### src/rtl/key_schedule_ctrl.sv
// rtl/key_schedule_ctrl.sv - DES key-schedule sequencer: PC-1, 16-round generation into a buffer, ordered round-key streaming
// key_round performs one C/D rotation and PC-2; the top sequences it and serves K1..K16 or K16..K1.

module key_round (
  input  logic        clk,
  input  logic        i_dv,
  input  logic        i_shift_indicator,
  input  logic [27:0] i_c,
  input  logic [27:0] i_d,
  output logic [27:0] o_c,
  output logic [27:0] o_d,
  output logic [47:0] o_rd_key
);

  localparam int PC2 [48] = '{
    14, 17, 11, 24,  1,  5,  3, 28, 15,  6, 21, 10,
    23, 19, 12,  4, 26,  8, 16,  7, 27, 20, 13,  2,
    41, 52, 31, 37, 47, 55, 30, 40, 51, 45, 33, 48,
    44, 49, 39, 56, 34, 53, 46, 42, 50, 36, 29, 32};

  logic [27:0] c_rot;
  logic [27:0] d_rot;
  logic [55:0] cd;

  // DES bit 1 is the MSB, so a left rotate moves the MSB into bit 0
  assign c_rot = i_shift_indicator ? {i_c[26:0], i_c[27]} : {i_c[25:0], i_c[27:26]};
  assign d_rot = i_shift_indicator ? {i_d[26:0], i_d[27]} : {i_d[25:0], i_d[27:26]};
  assign cd    = {c_rot, d_rot};

  always_comb begin
    o_rd_key = '0;
    for (int j = 0; j < 48; j++) begin
      o_rd_key[47-j] = cd[56-PC2[j]];
    end
  end

  always_ff @(posedge clk) begin
    if (i_dv) begin
      o_c <= c_rot;
      o_d <= d_rot;
    end
  end

endmodule

module key_schedule_ctrl #(
  parameter int NUM_ROUNDS = 16
) (
  input  logic        i_clk,
  input  logic        i_rst_n,
  input  logic        i_key_dv,
  input  logic [63:0] i_key,
  input  logic        i_decrypt,
  output logic        o_key_ready,
  output logic        o_busy,
  output logic        o_rk_dv,
  input  logic        i_rk_rdy,
  output logic [47:0] o_rk,
  output logic [3:0]  o_rk_idx
);

  localparam int PC1 [56] = '{
    57, 49, 41, 33, 25, 17,  9,  1, 58, 50, 42, 34, 26, 18,
    10,  2, 59, 51, 43, 35, 27, 19, 11,  3, 60, 52, 44, 36,
    63, 55, 47, 39, 31, 23, 15,  7, 62, 54, 46, 38, 30, 22,
    14,  6, 61, 53, 45, 37, 29, 21, 13,  5, 28, 20, 12,  4};

  typedef enum logic [1:0] {IDLE, GEN, SERVE} state_t;

  state_t      state;
  state_t      state_nxt;
  logic [3:0]  rnd;
  logic [3:0]  ptr;
  logic        dec;
  logic [27:0] c0;
  logic [27:0] d0;
  logic [55:0] pc1_cd;
  logic [47:0] key_buf [NUM_ROUNDS];
  logic        accept;
  logic        xfer;
  logic        last_rnd;
  logic        kr_dv;
  logic        kr_shift;
  logic [27:0] kr_c_in;
  logic [27:0] kr_d_in;
  logic [27:0] kr_c_out;
  logic [27:0] kr_d_out;
  logic [47:0] kr_key;

  always_comb begin
    pc1_cd = '0;
    for (int j = 0; j < 56; j++) begin
      pc1_cd[55-j] = i_key[64-PC1[j]];
    end
  end

  assign accept   = (state == IDLE) && i_key_dv;
  assign xfer     = o_rk_dv && i_rk_rdy;
  assign last_rnd = (rnd == 4'd15);
  assign kr_shift = (rnd == 4'd0) || (rnd == 4'd1) || (rnd == 4'd8) || (rnd == 4'd15);
  assign kr_c_in  = (rnd == 4'd0) ? c0 : kr_c_out;
  assign kr_d_in  = (rnd == 4'd0) ? d0 : kr_d_out;

  key_round u_key_round (
    .clk               (i_clk),
    .i_dv              (kr_dv),
    .i_shift_indicator (kr_shift),
    .i_c               (kr_c_in),
    .i_d               (kr_d_in),
    .o_c               (kr_c_out),
    .o_d               (kr_d_out),
    .o_rd_key          (kr_key)
  );

  always_ff @(posedge i_clk or negedge i_rst_n) begin
    if (!i_rst_n) state <= IDLE;
    else          state <= state_nxt;
  end

  always_comb begin
    state_nxt = state;
    case (state)
      IDLE:    if (i_key_dv)            state_nxt = GEN;
      GEN:     if (last_rnd)            state_nxt = SERVE;
      SERVE:   if (xfer && last_rnd)    state_nxt = IDLE;
      default:                          state_nxt = IDLE;
    endcase
  end

  always_comb begin
    o_key_ready = (state == IDLE);
    o_busy      = (state == GEN) || (state == SERVE);
    o_rk_dv     = (state == SERVE);
    kr_dv       = (state == GEN);
    o_rk        = o_rk_dv ? key_buf[ptr] : 48'd0;
    o_rk_idx    = o_rk_dv ? ptr : 4'd0;
  end

  // rnd counts generation rounds in GEN, then completed transfers in SERVE
  always_ff @(posedge i_clk or negedge i_rst_n) begin
    if (!i_rst_n) begin
      rnd <= '0;
      ptr <= '0;
      dec <= 1'b0;
    end else if (accept) begin
      rnd <= '0;
      dec <= i_decrypt;
    end else if (state == GEN) begin
      rnd <= rnd + 4'd1;
      if (last_rnd) ptr <= dec ? 4'd15 : 4'd0;
    end else if ((state == SERVE) && xfer) begin
      rnd <= rnd + 4'd1;
      ptr <= dec ? ptr - 4'd1 : ptr + 4'd1;
    end
  end

  always_ff @(posedge i_clk) begin
    if (accept) begin
      c0 <= pc1_cd[55:28];
      d0 <= pc1_cd[27:0];
    end
    if (state == GEN) key_buf[rnd] <= kr_key;
  end

endmodule

### config.mk
export PLATFORM = sky130hd
export DESIGN_NAME = key_schedule_ctrl
export DESIGN_NICKNAME = d
export VERILOG_FILES = /design/src/rtl/key_schedule_ctrl.sv
export SDC_FILE = /design/constraint.sdc
export NUM_CORES = 1
export LEC_CHECK = 0
export ABC_AREA = 1
export CELL_PAD_IN_SITES_DETAIL_PLACEMENT = 0
export CELL_PAD_IN_SITES_GLOBAL_PLACEMENT = 1
export CORE_UTILIZATION = 53
export DETAILED_ROUTE_END_ITERATION = 8
export PLACE_DENSITY = 0.95
export SKIP_CTS_REPAIR_TIMING = 1
export SLEW_MARGIN = 25
export SYNTH_ARGS = -nofsm -noshare
export SYNTH_HDL_FRONTEND = slang
export SYNTH_SLANG_ARGS = --single-unit
### constraint.sdc
create_clock -name i_clk -period 9.6 [get_ports i_clk]
set_input_delay 1.44 -clock i_clk [delete_from_list [all_inputs] [get_ports i_clk]]
set_output_delay 1.44 -clock i_clk [all_outputs]
set_load 0.03 [all_outputs]
==> results of run 1 <==
## cells in the mapped netlist
library cell	count	area share
buf_4	27	0.0053
nor2_2	1	0.00016
a22o_1	1	0.00023
dfrtp_1	11	0.0072
a31oi_1	23	0.0038
nor2_1	50	0.0049
fa_1	1	0.00053
a21o_1	22	0.0043
inv_4	1	0.00016
clkbuf_1	29	0.0029
clkbuf_2	1	0.00013
buf_6	4	0.0012
xnor2_1	2	0.00046
inv_1	410	0.041
o21ai_0	11	0.0014
buf_2	123	0.016
a21oi_1	81	0.011
ha_1	11	0.0036
nand3_1	541	0.071
nor3_1	1	0.00013
o211ai_1	1	0.00020
o21ai_1	5	0.00066
edfxtp_1	880	0.70
inv_2	3	0.00030
clkinv_1	1	0.000099
nand2_1	1277	0.13
buf_1	12	0.0012
## layer usage
metal  up-vias  share of wire
met3       196          0.089
met4         0          0.031
met1     11900           0.40
li1      11800              -
met5         -              0
met2      1176           0.48
## cells by family after synthesis
family                     after synthesis
AOI/OAI and AO/OA                      144
xor gates and xnor gates                 2
adders and majority gates               12
buffers and inverters                  611
DFF                                    891
and+or+nand+nor                       1870
## cell type report
type	instances	area share
tap	940	0.0275
inverter	415	0.0369
timing repair buffer	170	0.0367
clock buffer	97	0.0518
multi-input combinational	2028	0.209
clock inverter	56	0.0131
sequential	891	0.625
## where the power goes
| part | internal (W) | switching [W] |
|---|---|---|
| registers | 0.00622 | 0.000199 |
| logic | 0.00143 | 0.00433 |
| clock network | 0.00193 | 0.00142 |
| total | 0.00958 | 0.00594 |
## worst max path at each step
stage,startpoint,endpoint,slack (ps),depth (start not counted)
global route,ptr[0],o_rk[31],3000,9
detailed placement,ptr[0],o_rk[36],3940,8
CTS,ptr[0],o_rk[31],3230,9
finish,ptr[0],o_rk[27],3230,9
global placement,ptr[0],o_rk[31],3930,9
floorplan,state[1],key_buf[0][0],4730,5
## stage by stage
step	cell area, um^2	util	std cells
final	42700	0.606	4597
after global routing	42700	0.606	4597
after CTS	42700	0.606	4597
after detailed placement	39900	0.566	4444
after global placement	39900	0.566	4444
after floorplan	38000	-	3530
## worst reg2reg max path, stage by stage (launching register included)
cell	delay, ps
dfrtp_1	420
inv_1	120
ha_2	170
buf_4	460
nand2_1	190
nand3_4	210
buf_4	760
nor2_1	200
a31oi_2	820
## flip-flops by register name, summed over array words and instances, names as in the netlist
signal / cells
c0: 28
d0: 28
dec: 1
key_buf: 768
ptr: 4
rnd: 4
state: 2
u_key_round.o_c: 28
u_key_round.o_d: 28
==> metrics.md, run 1 <==
| Metric | Value |
|---|---|
| Outcome | finished, final reports clean |
| Worst-margin pin slew | 1100 ps |
| Cts bufs inserted | 85 |
| Startpoint types | flop |
| Wire per inst | 19.0 um |
| Root buffer cell | clkbuf_16 |
| Gate Count Post-Synth | 3530 |
| Fin worst setup slack | 3230 ps |
| Mapped Avg Cell Area | 10.8 um^2 |
| Core Box Area | 0.0705 mm^2 |
| Final Hold Fails | 0 |
| Storage cell area | 0.0267 mm^2 |
| CTS tree | yes |
| Post-route DRC violation count | 0 |
| Unique cell type count in the Yosys netlist | 27 |
| Post-synthesis mux area share | 0 |
| Clk_lat worst skew | 650 ps |
| Max-slew headroom | 0.264 |
| XOR/XNOR Fraction of Synth Area | 0.000461 |
| Crit path time final | 6370 ps |
| GRT met1 Usage | 0.328 |
| Row count | 97 |
| Reg2reg start | rnd[0] |
| Die Y | 270 um |
| NumNets Final | 3672 |
| Syn_nets | 3611 |
| H-tree depth | 3 |
| Total GRT Usage | 0.241 |
| Most frequent cells in the layout | nand2_1 (1276), edfxtp_1 (880), nand3_1 (540), inv_1 (407), clkdlybuf4s50_1 (115) |
| Antenna violations before repair | 1 |
| Number of global-route vias before repair | 23700 |
| Worst Setup End Kind | output pin |
| Reg-to-reg setup timing slack | 5890 ps |
| Period utilization | 0.663 |
| Most frequent CP cell | nand2_1 |
| Area Overhead vs Synth | 12.6% |
| First drt pass iteration count | 6 |
| Worst Hold Class | reg -> reg |
| Via count | 25100 |
| Final wirelength | 87400 um |
| Pre-CTS setup slack | 3940 ps |
| Starting density of the core | 0.538 |
| GR peak layer | met2 |
| Fin Hold WS | 564 ps |
| Max-cap violations | 0 |
| Slowest CP cell | dfrtp_4 |
| Reg2Reg Depth | 8 |
| Ratio of cells with drive above 1 in the final layout | 0.0615 |
| Via density | 5.45 |
| Grt ovf | 0 |
| Post-Synth Adder-Cell Area | 0.00415 |
| Seq/Total Area, Yosys | 0.703 |
| Worst path required time | 8160 ps |
| CP top delay family | buffers and inverters |
| Hpwl dp | 43600 um |
| Filler instances | 5267 |
| Max FO, Critical Path | 93 |
| Antenna viol nets, final | 0 |
| Die area | 0.0727 mm^2 |
| Final slew viol count | 0 |
| I/O pins | 124 |
| Synth warn | 0 |
| CTS sink cnt | 891 |
| Iteration-0 DRC count of the detailed router | 2628 |
| Reg-to-reg critical path endpoint | key_buf[1][16] |
| Worst min-delay path startpoint | rnd[0] |
| Synthesized cell area | 0.0380 mm^2 |
| Post-synthesis compound-gate area fraction | 0.0214 |
| ANT cells | 0 |
| Synth Area in Simple Gates | 0.203 |
| Max Fclk | 0.157 GHz |
| Footprint of the multi-input gates | 0.00893 mm^2 |
| Worst VDD drop | 0.237 mV |
| Clock-pin slew on the worst setup and hold paths | 60 ps |
| First-pass GRT wire length | 134000 um |
| TNS Setup | 0 ps |
| Final Skew | 31.0 ps |
| Crit path buf inv count | 3 |
| Maximum clock insertion buffer count | 3 |
| Pwr Total | 0.0155 W |
| Main combinational cell family by area after synthesis | simple AND/OR/NAND/NOR gates |
| Critical-path cell list | buf_4 -> buf_4 -> nand2_1 -> nand2_1 -> nand2_1 -> nand3_1 -> nand3_1 -> a21oi_1 -> clkdlybuf4s50_1 |
| Largest net degree at the start of global routing | 206 |
| Number of synthesized register bits | 891 |
| RSZ-0062 raised after global routing | false |
| CP Class | reg -> out |
| Die width | 270 um |
| Number of port buffers | 115 |
| Leakage | 17.3 nW |
| GP Congestion | 0.756 |
| Hold EP | rnd[0] |
| Arr. time, crit path | 4930 ps |
| Hold path depth | 1 |
| Endpoints failing setup | 0 |
| M3 GR Usage | 0.0318 |
| Met2 layer usage reported by global route | 0.397 |
| CP max stage delay | 920 ps |
| Cell Pwr Density | 363 mW/mm^2 |
| Leading cell type in the layout, fill and taps excluded | nand2_1 |
(Power assumes the default switching activity.)
==> run 2: changes to the inputs <==
CORE_UTILIZATION = 45   (was 53)
PLACE_DENSITY = 0.87   (was 0.95)
clock period = 5.85 ns   (was 9.6 ns; I/O delays follow)
==> run 2 against run 1 <==
  * Clock power rose by 56%
  * Global-route usage fell by 2.6 points
  * Die area rose by 18%
  * First-iteration DRC count fell by 12%
  * Combinational power rose by 70%
  * Register-to-register slack got worse by 3600 ps
  * Flip-flop and latch count did not move
  * Non-clock buffer count rose by 15
  * Routed wire length rose by 5.1%
  * Cell count rose by 3.4%
  * Critical endpoint is now o_rk[36]
  * Largest power group unchanged
  * Highest routed layer unchanged
==> metrics.md, run 2 (synthesis results as in run 1) <==
| Metric | Value |
|---|---|
| Outcome | finished, final reports clean |
| Hpwl dp | 47300 um (+8.6%) |
| Final Cell Area | 0.0430 mm^2 (+0.69%) |
| Worst Setup End Kind | output pin |
| GRT met1 Usage | 0.295 (-0.0329) |
| CTS sink cnt | 891 (unchanged) |
| First drt pass iteration count | 6 (unchanged) |
| Period utilization | 0.803 |
| Die area | 0.0855 mm^2 (+18%) |
| Antenna viol nets, final | 0 (unchanged) |
| Core Box Area | 0.0836 mm^2 (+18%) |
| Post-route DRC violation count | 0 (unchanged) |
| Int Power | 0.0156 W (+63%) |
| Utilization after layout | 0.515 (-0.0910) |
| Area Overhead vs Synth | 13.3% |
| RSZ-0062 raised after global routing | false |
| Die width | 292 um (+8.5%) |
| Met2 layer usage reported by global route | 0.355 (-0.0412) |
| Root buffer cell | clkbuf_16 |
| Leading cell type in the layout, fill and taps excluded | nand2_1 |
| Most frequent cells in the layout | nand2_1 (1276), edfxtp_1 (880), nand3_1 (540), inv_1 (407), clkdlybuf4s50_1 (115) |
| Row count | 106 (+9.3%) |
| Total GRT Usage | 0.215 (-0.0256) |
| Final wirelength | 91900 um (+5.1%) |
| GR peak layer | met2 |
| Slowest CP cell | clkdlybuf4s50_1 |
| Clock share of power | 0.205 (-0.011) |
| Storage cell area | 0.0267 mm^2 (about the same) |
| Max FO, Critical Path | 207 (+120%) |
| Max Fclk | 0.213 GHz |
| Worst VDD drop | 0.574 mV (+140%) |
| Endpoints failing setup | 0 (unchanged) |
| Starting density of the core | 0.454 (-0.0840) |
| Clk_lat worst skew | 650 ps (about the same) |
| Clock-pin slew on the worst setup and hold paths | 70 ps (about the same) |
| Net Switching | 0.00991 W (+67%) |
| Sequential Power Share | 0.410 (-0.003) |
| Die Y | 292 um (+8.5%) |
| Pwr Total | 0.0255 W (+64%) |
| Max reg flops | 768 (unchanged) |
| I/O pins | 124 (unchanged) |
| Cell Pwr Density | 593 mW/mm^2 (+63%) |
| Startpoint types | flop |
| CP max stage delay | 790 ps (-130 ps) |
| Number of port buffers | 115 (unchanged) |
| Worst path required time | 4970 ps (-3190 ps) |
| Leakage | 17.3 nW (+0.29%) |
| Wire per inst | 19.3 um (+1.6%) |
| Crit path time final | 4700 ps |
| TNS Setup | 0 ps (unchanged) |
| NumNets Final | 3687 (+0.41%) |
| Final Hold Fails | 0 (unchanged) |
| Largest net degree at the start of global routing | 208 (+0.97%) |
| Worst Hold Class | reg -> reg |
| Grt ovf | 0 (unchanged) |
| Worst-margin pin slew | 1160 ps (+54.8 ps) |
| Final Skew | 26.2 ps (-4.85 ps) |
| Iteration-0 DRC count of the detailed router | 2311 (-12%) |
| Filler instances | 7116 (+35%) |
| Max-cap violations | 0 (unchanged) |
| Cts bufs inserted | 85 (unchanged) |
| Arr. time, crit path | 3820 ps (-1110 ps) |
| M3 GR Usage | 0.0280 (-0.00379) |
| Number of global-route vias before repair | 24000 (+1.6%) |
| Post-DP Area | 0.0404 mm^2 (+1.1%) |
| CP Class | reg -> out |
| Sw Share | 0.388 (+0.00555) |
| Largest Register | key_buf |
| Combinational group share of total power | 0.385 (+0.014) |
| CTS tree | yes |
| Maximum clock insertion buffer count | 3 (unchanged) |
| H-tree depth | 3 (unchanged) |
| Most frequent CP cell | nand2_1 |
| Via count | 25000 (-0.38%) |
| Max-slew headroom | 0.228 (-0.0365) |
| Final slew viol count | 0 (unchanged) |
| First-pass GRT wire length | 140000 um (+4.3%) |
| Antenna violations before repair | 2 (+1) |
| Critical-path cell list | buf_12 -> nand2_1 -> nand2_1 -> nand2_1 -> nand3_1 -> nand3_1 -> a21oi_1 -> clkdlybuf4s50_1 |
| Ratio of cells with drive above 1 in the final layout | 0.0613 (-0.000218) |
| Footprint of the multi-input gates | 0.00895 mm^2 (+0.25%) |
| GP Congestion | 0.763 (+0.91%) |
| Via density | 5.25 (-3.6%) |
## run 2: cell count changes in the layout (fill, tap and decap cells not counted), sizes merged
cell and delta:
diode +3, clkinvlp -4, clkbuf +16, buf +15
clkinv -1, inv -7, bufinv -6
## run 2: power groups by stage
stage                     clock network, W  registers, W  logic, W
after global placement                   0        0.0106   0.00944
final                              0.00522        0.0105   0.00982
after CTS                          0.00530        0.0105   0.00970
after global routing               0.00553        0.0105    0.0108
after detailed placement                 0        0.0106   0.00966
after floorplan                          0        0.0105   0.00631
## run 2: per-layer routing
metal  wire, um  share of wire
met5          0              0
met4       2440          0.027
met3       6870          0.075
met2      43500           0.47
met1      39000           0.42
## run 2: critical path, delay by kind of cell (launching register included)
| kind | cells | cell delay [ps] |
|---|---|---|
| buffers and inverters | 2 | 1380 |
| AND/OR/NAND/NOR | 5 | 490 |
| flip-flops | 1 | 540 |
| AO/OA/AOI/OAI | 1 | 540 |
## run 2: stage by stage
step | hold slack (ps) | cells | worst slack [ps]
floorplan | 481 | 3530 | 979
global placement | 539 | 4597 | 1850
detailed placement | 547 | 4599 | 1850
CTS | 562 | 4750 | 1150
global route | 597 | 4750 | 1070
finish | 562 | 4753 | 1150
## run 2: layout make-up
class / instances / area share
inverter: 415 / 0.0368
multi-input combinational: 2028 / 0.208
clock inverter: 38 / 0.00730
sequential: 891 / 0.621
timing repair buffer: 185 / 0.0422
clock buffer: 113 / 0.0534
tap: 1080 / 0.0314
antenna: 3 / 0.000174
## run 2: path summary, 6_finish.rpt
kind                       cells after the start             end      from  slack, ps
setup / recovery                               8        o_rk[36]    ptr[0]       1150
hold / removal                                 2        state[1]  state[1]        560
setup reg to reg                               5  key_buf[2][41]  state[1]       2260
hold reg to reg                                2        state[1]  state[1]        560
max in group asynchronous                      1          ptr[1]   i_rst_n       4850
min in group asynchronous                      1          ptr[2]   i_rst_n        590
